## config.mk

```make
export PLATFORM = sky130hd
export DESIGN_NAME = pwl_sincos_pipe
export DESIGN_NICKNAME = d
export VERILOG_FILES = /design/src/rtl/pwl_sincos_pipe.sv
export SDC_FILE = /design/constraint.sdc
export NUM_CORES = 1
export LEC_CHECK = 0
export CAP_MARGIN = 5
export CORE_MARGIN = 8
export CORE_UTILIZATION = 55
export CTS_CLUSTER_SIZE = 20
export DETAILED_ROUTE_END_ITERATION = 10
export GPL_TIMING_DRIVEN = 1
export PLACE_DENSITY = 0.73
export SLEW_MARGIN = 30
export SYNTH_ARGS = -nofsm -noshare
export SYNTH_HDL_FRONTEND = slang
export SYNTH_SLANG_ARGS = --single-unit
```

## constraint.sdc

```tcl
create_clock -name clk -period 9.4 [get_ports clk]
set_clock_uncertainty 0.2 [all_clocks]
set_input_delay 0.94 -clock clk [delete_from_list [all_inputs] [get_ports clk]]
set_output_delay 0.94 -clock clk [all_outputs]
set_load 0.02 [all_outputs]
```

## src/rtl/pwl_sincos_pipe.sv

```systemverilog
// rtl/pwl_sincos_pipe.sv - piecewise-linear sin/cos generator, 3-stage valid/ready pipeline
module pwl_sincos_pipe #(
  parameter int WIDTH    = 16,
  parameter int FRAC     = 8,
  parameter int SEG_BITS = 3
) (
  input  logic                clk,
  input  logic                rst_n,
  input  logic                in_valid,
  output logic                in_ready,
  input  logic [WIDTH-1:0]    phase,
  input  logic                mode,
  output logic                out_valid,
  input  logic                out_ready,
  output logic [WIDTH-1:0]    y,
  input  logic                cfg_we,
  input  logic [SEG_BITS-1:0] cfg_addr,
  input  logic [WIDTH-1:0]    cfg_slope,
  input  logic [WIDTH-1:0]    cfg_icpt
);

  localparam int SEGS = 1 << SEG_BITS;
  localparam int T    = WIDTH - 2 - SEG_BITS;
  localparam logic [WIDTH-1:0]  QTR     = {2'b01, {(WIDTH-2){1'b0}}};
  localparam logic signed [WIDTH:0] POS_LIM = {2'b00, {(WIDTH-1){1'b1}}};
  localparam logic signed [WIDTH:0] NEG_LIM = {2'b11, {(WIDTH-2){1'b0}}, 1'b1};

  if (WIDTH < SEG_BITS + 4 || FRAC >= WIDTH) begin : g_bad_params
    $error("pwl_sincos_pipe: WIDTH must be >= SEG_BITS+4 and > FRAC");
  end

  logic [WIDTH-1:0] slope_tab [SEGS];
  logic [WIDTH-1:0] icpt_tab  [SEGS];

  logic adv;
  assign adv      = !out_valid || out_ready;
  assign in_ready = adv;

  // S1 fold: cos is sin shifted by a quarter turn, odd quadrants mirror the offset
  logic [WIDTH-1:0]    p;
  logic [1:0]          q;
  logic [WIDTH-3:0]    r, rm;
  logic [SEG_BITS-1:0] seg;
  assign p   = phase + (mode ? QTR : '0);
  assign q   = p[WIDTH-1:WIDTH-2];
  assign r   = p[WIDTH-3:0];
  assign rm  = q[0] ? ~r : r;
  assign seg = rm[WIDTH-3 -: SEG_BITS];

  logic                v1, v2;
  logic [WIDTH-1:0]    s1_slope, s1_icpt, s2_icpt;
  logic [T-1:0]        s1_t;
  logic                s1_neg, s2_neg;
  logic [2*WIDTH-1:0]  prod;

  logic signed [2*WIDTH-1:0] mul_a, mul_b;
  assign mul_a = {{WIDTH{s1_slope[WIDTH-1]}}, s1_slope};
  assign mul_b = {{(2*WIDTH-T){1'b0}}, s1_t};

  // The product never exceeds WIDTH+T+1 significant bits, so the slice is the exact shifted value
  logic signed [WIDTH:0] prod_sh, ssum;
  logic [WIDTH-1:0]      s_sat, y_next;
  logic                  prod_unused;
  assign prod_sh     = prod[T+WIDTH:T];
  assign prod_unused = ^{prod[2*WIDTH-1:T+WIDTH+1], prod[T-1:0]};
  assign ssum        = $signed({s2_icpt[WIDTH-1], s2_icpt}) + prod_sh;

  always_comb begin
    s_sat = ssum[WIDTH-1:0];
    if (ssum > POS_LIM)
      s_sat = POS_LIM[WIDTH-1:0];
    else if (ssum < NEG_LIM)
      s_sat = NEG_LIM[WIDTH-1:0];
    y_next = s2_neg ? -s_sat : s_sat;
  end

  always_ff @(posedge clk or negedge rst_n) begin
    if (!rst_n) begin
      for (int i = 0; i < SEGS; i++) begin
        slope_tab[i] <= '0;
        icpt_tab[i]  <= '0;
      end
    end else if (cfg_we) begin
      slope_tab[cfg_addr] <= cfg_slope;
      icpt_tab[cfg_addr]  <= cfg_icpt;
    end
  end

  always_ff @(posedge clk or negedge rst_n) begin
    if (!rst_n) begin
      v1        <= 1'b0;
      v2        <= 1'b0;
      out_valid <= 1'b0;
      s1_slope  <= '0;
      s1_icpt   <= '0;
      s1_t      <= '0;
      s1_neg    <= 1'b0;
      prod      <= '0;
      s2_icpt   <= '0;
      s2_neg    <= 1'b0;
      y         <= '0;
    end else if (adv) begin
      v1        <= in_valid;
      s1_slope  <= slope_tab[seg];
      s1_icpt   <= icpt_tab[seg];
      s1_t      <= rm[T-1:0];
      s1_neg    <= q[1];
      v2        <= v1;
      prod      <= mul_a * mul_b;
      s2_icpt   <= s1_icpt;
      s2_neg    <= s1_neg;
      out_valid <= v2;
      if (v2)
        y <= y_next;
    end
  end

endmodule
```

==> flow_summary_export.csv, run 1 <==
group,metric,value,unit
sta,maxSlewViolCount,0,
setup_path,critical-path-top-delay-family,"adder cells",
place,dpl_worst_slack,2.67,ns
clock_tree,postCtsSetupBuffers,0,
clock_tree,root_buffer,"clkbuf_16",
drt,wl_per_cell,19.1,µm
clock_tree,clk_pin_slew,0.07,ns
hold_path,hold_path_class,"in2async",
setup_path,critPathMostFrequentCell,"fa_1",
sta,finalHoldViolations,0,
drt,met1Wirelength,21800,µm
clock_tree,tritoncts,"built",
drt,highest_layer,"met5",
sta,finalSetupViolCount,0,
setup_path,crit_path_top_delay_cell,"dfrtp_1",
drt,drt_iter0_drc,959,
floorplanning,die_w,219,µm
sta,fin_ws,2.73,ns
global_routing,grt_start_max_net_pins,192,
synthesis,synthFlopType,"dfrtp_1",
setup_path,cp_data_arrival_time,6.88,ns
setup_path,cp-end-kind,"flip-flop",
floorplanning,coreArea,40800,µm²
final_layout,drive_above_1_share,21.3,%
sta,relSlewSlack,35.0,%
setup_path,crit_chain,"nand2_1 -> fa_1 -> fa_1 -> fa_1 -> inv_1 -> fa_1 -> inv_1 -> fa_1 -> inv_1 -> ha_1 -> o2111ai_1 -> nor2_1 -> a221oi_1 -> a21oi_1 -> a21oi_1 -> a311oi_1 -> a211o_1 -> o31ai_1 -> xnor2_1 -> a21oi_1",
drt,met3_length,2260,µm
drt,drt_pass1_iterations,4,
clock_tree,cts_buffer_depth,3,
synthesis,yosysUniqueCellTypes,74,
final_layout,post-route-util,61.8,%
final_layout,synthToLayoutAreaGrowth,11.1,%
place,hpwlAfterDp,33100,µm
sta,fin_crit,6.67,ns
setup_path,path_max_fanout,17,
synthesis,ys_ff_latch,353,
final_layout,fin_nets,2285,
drt,ant_nets,0,
run_status,outcome,"finished clean",
setup_path,worstSetupPathType,"reg2reg",
synthesis,netlist_instances,1962,
synthesis,synth_nets,2256,
drt,drc_errors,0,
clock_tree,insertion_delay,0.56,ns
floorplanning,fp.dieH,219,µm
setup_path,slowest_delay,0.70,ns
sta,period_share,70.9,%
floorplanning,die-area,48100,µm²
clock_tree,cts_hold_buf,0,
global_routing,track_usage,21.1,%
setup_path,crit_buf_inv,3,
clock_tree,cts_buffers,38,
drt,postRouteWirelength,48800,µm
clock_tree,cts_max_level,2,
floorplanning,start_util,55.6,%
global_routing,grt_pass1_wl,81800,µm
clock_tree,post_cts_resized,0,
place,io_buffers,74,
floorplanning,floorplan.rows,74,
synthesis,yosys_warnings,0,
setup_path,worstSetupStartpointType,"flip-flop",
synthesis,synth_edf_count,0,
synthesis,ys_async_sr_fraction,100,%
global_routing,antenna_found_initial,4,
synthesis,syn_area_per_cell,11.6,µm²
sta,fin_setup_tns,0,ns
drt,dr_total_vias,14600,
synthesis,netlist_area,22700,µm²
clock_tree,numClockSinks,353,
sta,clock.fmax,0.150,GHz
drt,via_per_inst,5.74,
sta,rsz0062_at_grt,"no",
synthesis,ys_seq_area_share,38.9,%
sta,worst_pin_slew,0.975,ns
global_routing,overflow,0,
setup_path,cp.required,9.62,ns
floorplanning,ioPinCount,75,
flow_run,maxCapViolations,0,
drt,met2WireLength,23800,µm
place,gp_congestion,0.888,
sta,fin_hold_ws,0.0833,ns
global_routing,grt_pass1_vias,15700,
flip-flops by register name (all words and copies together) (netlist names), 11 cells and up:
signal / count
y: 16
icpt_tab: 128
s1_slope: 16
s1_icpt: 16
slope_tab: 128
prod: 17
s1_t: 11
s2_icpt: 16
cell families after synthesis:
| group | Yosys count | share of synthesized area [%] |
|---|---|---|
| flip-flops | 353 | 38.9 |
| buffers and inverters | 335 | 5.61 |
| XOR/XNOR | 50 | 1.93 |
| adder cells (fa/ha/maj) | 239 | 18.5 |
| multiplexers | 354 | 20.5 |
| AO/OA/AOI/OAI | 198 | 5.89 |
| AND/OR/NAND/NOR | 433 | 8.70 |
layout make-up:
cell class / count / area, µm²
repair buffers: 95 / 960
inverters: 229 / 860
multi-input cells: 1274 / 12700
flip-flops and latches: 353 / 8830
clock buffers: 54 / 1110
fillers: 3224 / 15600
clock inverters: 13 / 118
diodes: 1 / 2.50
well taps: 532 / 666
Yosys cell counts (6+ instances only):
| cell type | instances | area share [%] |
|---|---|---|
| dfrtp_1 | 353 | 39 |
| nand2_1 | 262 | 4.3 |
| mux2_2 | 257 | 13 |
| inv_1 | 227 | 3.8 |
| fa_1 | 161 | 14 |
| clkbuf_1 | 99 | 1.6 |
| ha_1 | 76 | 4.2 |
| o21ai_0 | 72 | 1.6 |
| mux4_2 | 64 | 6.3 |
| and2_1 | 51 | 1.4 |
| a21oi_1 | 42 | 0.93 |
| nor2_1 | 40 | 0.66 |
| xnor2_1 | 39 | 1.5 |
| mux2i_1 | 33 | 1.5 |
| nor3_1 | 13 | 0.29 |
| nand3_1 | 11 | 0.24 |
| xor2_1 | 11 | 0.42 |
| a211oi_1 | 9 | 0.30 |
| a21o_1 | 9 | 0.30 |
| nand2b_1 | 9 | 0.25 |
| o21a_1 | 9 | 0.30 |
| and3_1 | 8 | 0.22 |
| nor2b_1 | 8 | 0.22 |
| a31oi_1 | 6 | 0.17 |
cells in the final DEF (no fill, tap or decap), types with 4 or more instances in the layout:
cell / instances
nor3_1: 11
a21o_1: 9
clkbuf_8: 8
a211o_1: 5
clkbuf_1: 7
mux2i_1: 33
and3_1: 8
buf_4: 17
nor2b_1: 7
nor2_1: 40
nand4b_1: 4
dfrtp_1: 353
or3_1: 4
o21ai_0: 72
nand3_1: 11
a211oi_1: 9
fa_1: 161
and2_1: 51
xnor2_1: 38
a31oi_1: 6
o311ai_0: 4
o31ai_1: 5
mux4_2: 64
o21a_1: 9
mux2_2: 257
clkinv_2: 8
nand4_1: 4
clkdlybuf4s50_1: 73
nand2b_1: 9
nand2_1: 262
xor2_1: 9
inv_1: 227
clkbuf_16: 39
ha_1: 76
a21oi_1: 42
per-stage QoR:
stage,instances,instance area [µm²]
floorplan,1962,22700
global placement,2481,23900
detailed placement,2481,23900
CTS,2548,25200
global route,2550,25200
finish,2551,25200
final timing paths:
check	startpoint	to	slack (ns)	cells past startpoint
max	s1_t[5]	prod[27]	2.73	20
min	rst_n	icpt_tab[71]	0.08	1
max reg2reg	s1_t[5]	prod[27]	2.73	20
min reg2reg	y[15]	y[15]	0.27	2
max in group asynchronous	rst_n	slope_tab[73]	7.19	4
min in group clk	y[15]	y[15]	0.27	2
worst register-to-register path, stage by stage (launching register included):
cell	delay, ns
dfrtp_1	0.70
nand2_1	0.17
fa_1	0.58
fa_1	0.45
fa_1	0.49
inv_1	0.05
fa_1	0.53
inv_1	0.05
fa_1	0.53
inv_1	0.04
ha_1	0.30
o2111ai_1	0.10
nor2_1	0.07
a221oi_1	0.63
a21oi_1	0.27
a21oi_1	0.31
a311oi_1	0.22
a211o_1	0.34
o31ai_1	0.26
xnor2_1	0.15
a21oi_1	0.09
routing by layer:
metal	vias up	track usage, %
met5	-	0
met4	4	5.25
met3	83	4.06
met2	283	34.5
met1	7648	28.9
li1	6624	-
Power of run 1 is not shown: default switching activity piles up to over one toggle a cycle in this logic, so the estimate is an artifact.
==> run 2: changes to the inputs <==
--- a/config.mk
+++ b/config.mk
@@ -11,7 +11,7 @@
 export CTS_CLUSTER_SIZE = 20
 export DETAILED_ROUTE_END_ITERATION = 10
 export GPL_TIMING_DRIVEN = 1
-export PLACE_DENSITY = 0.73
+export PLACE_DENSITY = 0.76
 export SLEW_MARGIN = 30
 export SYNTH_ARGS = -nofsm -noshare
 export SYNTH_HDL_FRONTEND = slang
==> constraint.sdc (replaced) <==
create_clock -name clk -period 5.97 [get_ports clk]
set_clock_uncertainty 0.2 [all_clocks]
set_input_delay 0.597 -clock clk [delete_from_list [all_inputs] [get_ports clk]]
set_output_delay 0.597 -clock clk [all_outputs]
set_load 0.02 [all_outputs]
==> run 2 against run 1 <==
Compared with the run above: final cell count up 1.7%; via count rose by 1.4%; register-to-register slack got worse by 2.6 ns; final area increased by 2.2%; setup slack got worse by 2.6 ns; utilization rose by 1.4 points; maximum frequency is 15% higher; critical path depth rose by 2; hold slack gained 0.19 ns; critical endpoint unchanged; sequential cell count stayed put; die area unchanged; sequential share of layout area is 0.73 points lower.
==> flow_summary_export.csv, run 2 (synthesis gave the netlist of run 1 again) <==
group,metric,value,unit
run_status,outcome,"finished clean",
setup_path,crit_path_top_delay_cell,"fa_1",
setup_path,crit_chain,"buf_4 -> nand2_1 -> fa_1 -> fa_1 -> inv_1 -> fa_1 -> fa_1 -> inv_1 -> fa_1 -> inv_1 -> ha_1 -> o2111ai_1 -> nor2_1 -> a221oi_2 -> buf_4 -> a21oi_2 -> a21oi_2 -> a311oi_2 -> a211o_1 -> o31ai_2 -> xnor2_1 -> a21oi_1",
clock_tree,numClockSinks,353,
sta,worst_pin_slew,0.973,ns
setup_path,worst_r2r_endpoint,"prod[27]",
setup_path,path_max_fanout,5,
drt,drc_errors,0,
clock_tree,tritoncts,"built",
setup_path,rr_worst_depth,22,
clock_tree,cts_buffers,38,
clock_tree,clk_pin_slew,0.06,ns
final_layout,drive_above_1_share,24.0,%
drt,via_per_inst,5.72,
flow_run,maxCapViolations,0,
floorplanning,fp.dieH,219,µm
floorplanning,die_w,219,µm
final_layout,multi_input_area,12800,µm²
place,io_buffers,74,
sta,relSlewSlack,35.0,%
floorplanning,ioPinCount,75,
global_routing,grt_pass1_vias,15800,
setup_path,worstSetupPathType,"reg2reg",
setup_path,worstSetupStartpointType,"flip-flop",
final_layout,post-route-util,63.2,%
place,dpl_worst_slack,-0.0714,ns
drt,drt_iter0_drc,882,
setup_path,cp.depth,22,
global_routing,grt_start_max_net_pins,192,
hold_path,min_path_cells,2,
setup_path,crit_buf_inv,5,
final_layout,reg.largest.list,"icpt_tab x128, slope_tab x128, prod x17",
hold_path,min_from,"y[15]",
setup_path,reg2reg_from,"s1_t[5]",
drt,drt_pass1_iterations,5,
sta,finalHoldViolations,0,
drt,wl_per_cell,19.0,µm
setup_path,cp.required,6.14,ns
sta,fin_ws,0.166,ns
floorplanning,die-area,48100,µm²
clock_tree,cts_max_level,2,
drt,dr_total_vias,14800,
global_routing,grt_pass1_wl,82100,µm
place,hpwlAfterDp,33900,µm
global_routing,track_usage,21.1,%
floorplanning,floorplan.rows,74,
sta,maxSlewViolCount,0,
floorplanning,coreArea,40800,µm²
final_layout,synthToLayoutAreaGrowth,13.6,%
setup_path,critical-path-top-delay-family,"adder cells",
floorplanning,start_util,55.6,%
final_layout,fin_nets,2329,
sta,period_share,97.2,%
final_layout,seq_area,8840,µm²
setup_path,slowest_delay,0.54,ns
clock_tree,insertion_delay,0.53,ns
final_layout,diodes,0,
final_layout,layout_common_cells,"345 x dfrtp_1, 260 x nand2_1, 257 x mux2_2, 227 x inv_1, 160 x fa_1",
place,gp_congestion,0.891,
hold_path,hold_end,"y[15]",
sta,finalSetupViolCount,0,
setup_path,cp_data_arrival_time,5.97,ns
drt,ant_nets,0,
final_layout,nFillCells,3054,
setup_path,critPathMostFrequentCell,"fa_1",
setup_path,r2r_slack,0.17,ns
global_routing,antenna_found_initial,3,
clock_tree,cts_buffer_depth,3,
hold_path,hold_path_class,"reg2reg",
global_routing,overflow,0,
final_layout,final_common_cell,"dfrtp_1",
clock_tree,root_buffer,"clkbuf_16",
sta,fin_crit,5.80,ns
sta,clock.fmax,0.172,GHz
setup_path,cp-end-kind,"flip-flop",
drt,postRouteWirelength,49300,µm
run 2: changes by cell type in the layout (fill, tap and decap cells not counted), moves of 3 or more:
cell       change
clkbuf_8       +3
buf_4         +36
dfrtp_1        -8
buf_6          +5
clkinv_2       -4
a21oi_1        -3
ha_4           +3
bufinv_16      +3
ha_1           -4
dfrtp_2        +8
buf_12         +3
a21oi_2        +3
run 2: worst max-delay path by stage:
stage                startpoint        to  slack [ns]
global route        s1_slope[5]  prod[27]       -0.05
detailed placement  s1_slope[5]  prod[27]       -0.07
finish                  s1_t[5]  prod[27]        0.17
floorplan               s1_t[8]  prod[27]        0.01
global placement    s1_slope[5]  prod[27]        0.03
CTS                 s1_slope[5]  prod[23]       0.006
run 2: worst min-delay path: cells and delay by family (launching register included):
family	cells	cell delay [ns]
flip-flops	1	0.34
AND/OR/NAND/NOR	2	0.10
run 2: per-layer routing:
metal,vias up,GRT usage [%],part of all wire [%]
li1,6752,-,-
met3,71,3.28,4.4
met5,-,0,0.047
met1,7727,29.2,45
met2,289,34.6,49
met4,4,5.29,1.8
run 2: metrics by stage:
step	setup TNS, ns	area [µm²]	cells	hold WS, ns
after floorplan	0	22700	1962	0.101
after global placement	0	24300	2519	0.252
after detailed placement	-0.163	24300	2519	0.269
after CTS	0	25600	2588	0.284
after global routing	-0.0504	25800	2595	0.301
final	0	25800	2595	0.275
run 2: layout make-up:
class | count | area share [%]
multi-input cells | 1274 | 49.5
clock inverters | 12 | 0.732
flip-flops and latches | 353 | 34.3
repair buffers | 139 | 5.15
clock buffers | 56 | 4.46
well taps | 532 | 2.58
inverters | 229 | 3.33
run 2: timing repair:
item | CTS | global route
hold buffers | 1 | 0
hold endpoints to repair | 27 | 0
gates resized for setup | 3 | 25
setup endpoints to repair | 5 | 7
pin swaps | 1 | 9
buffers inserted | 0 | 6
Power of run 2 is left out for the same reason.
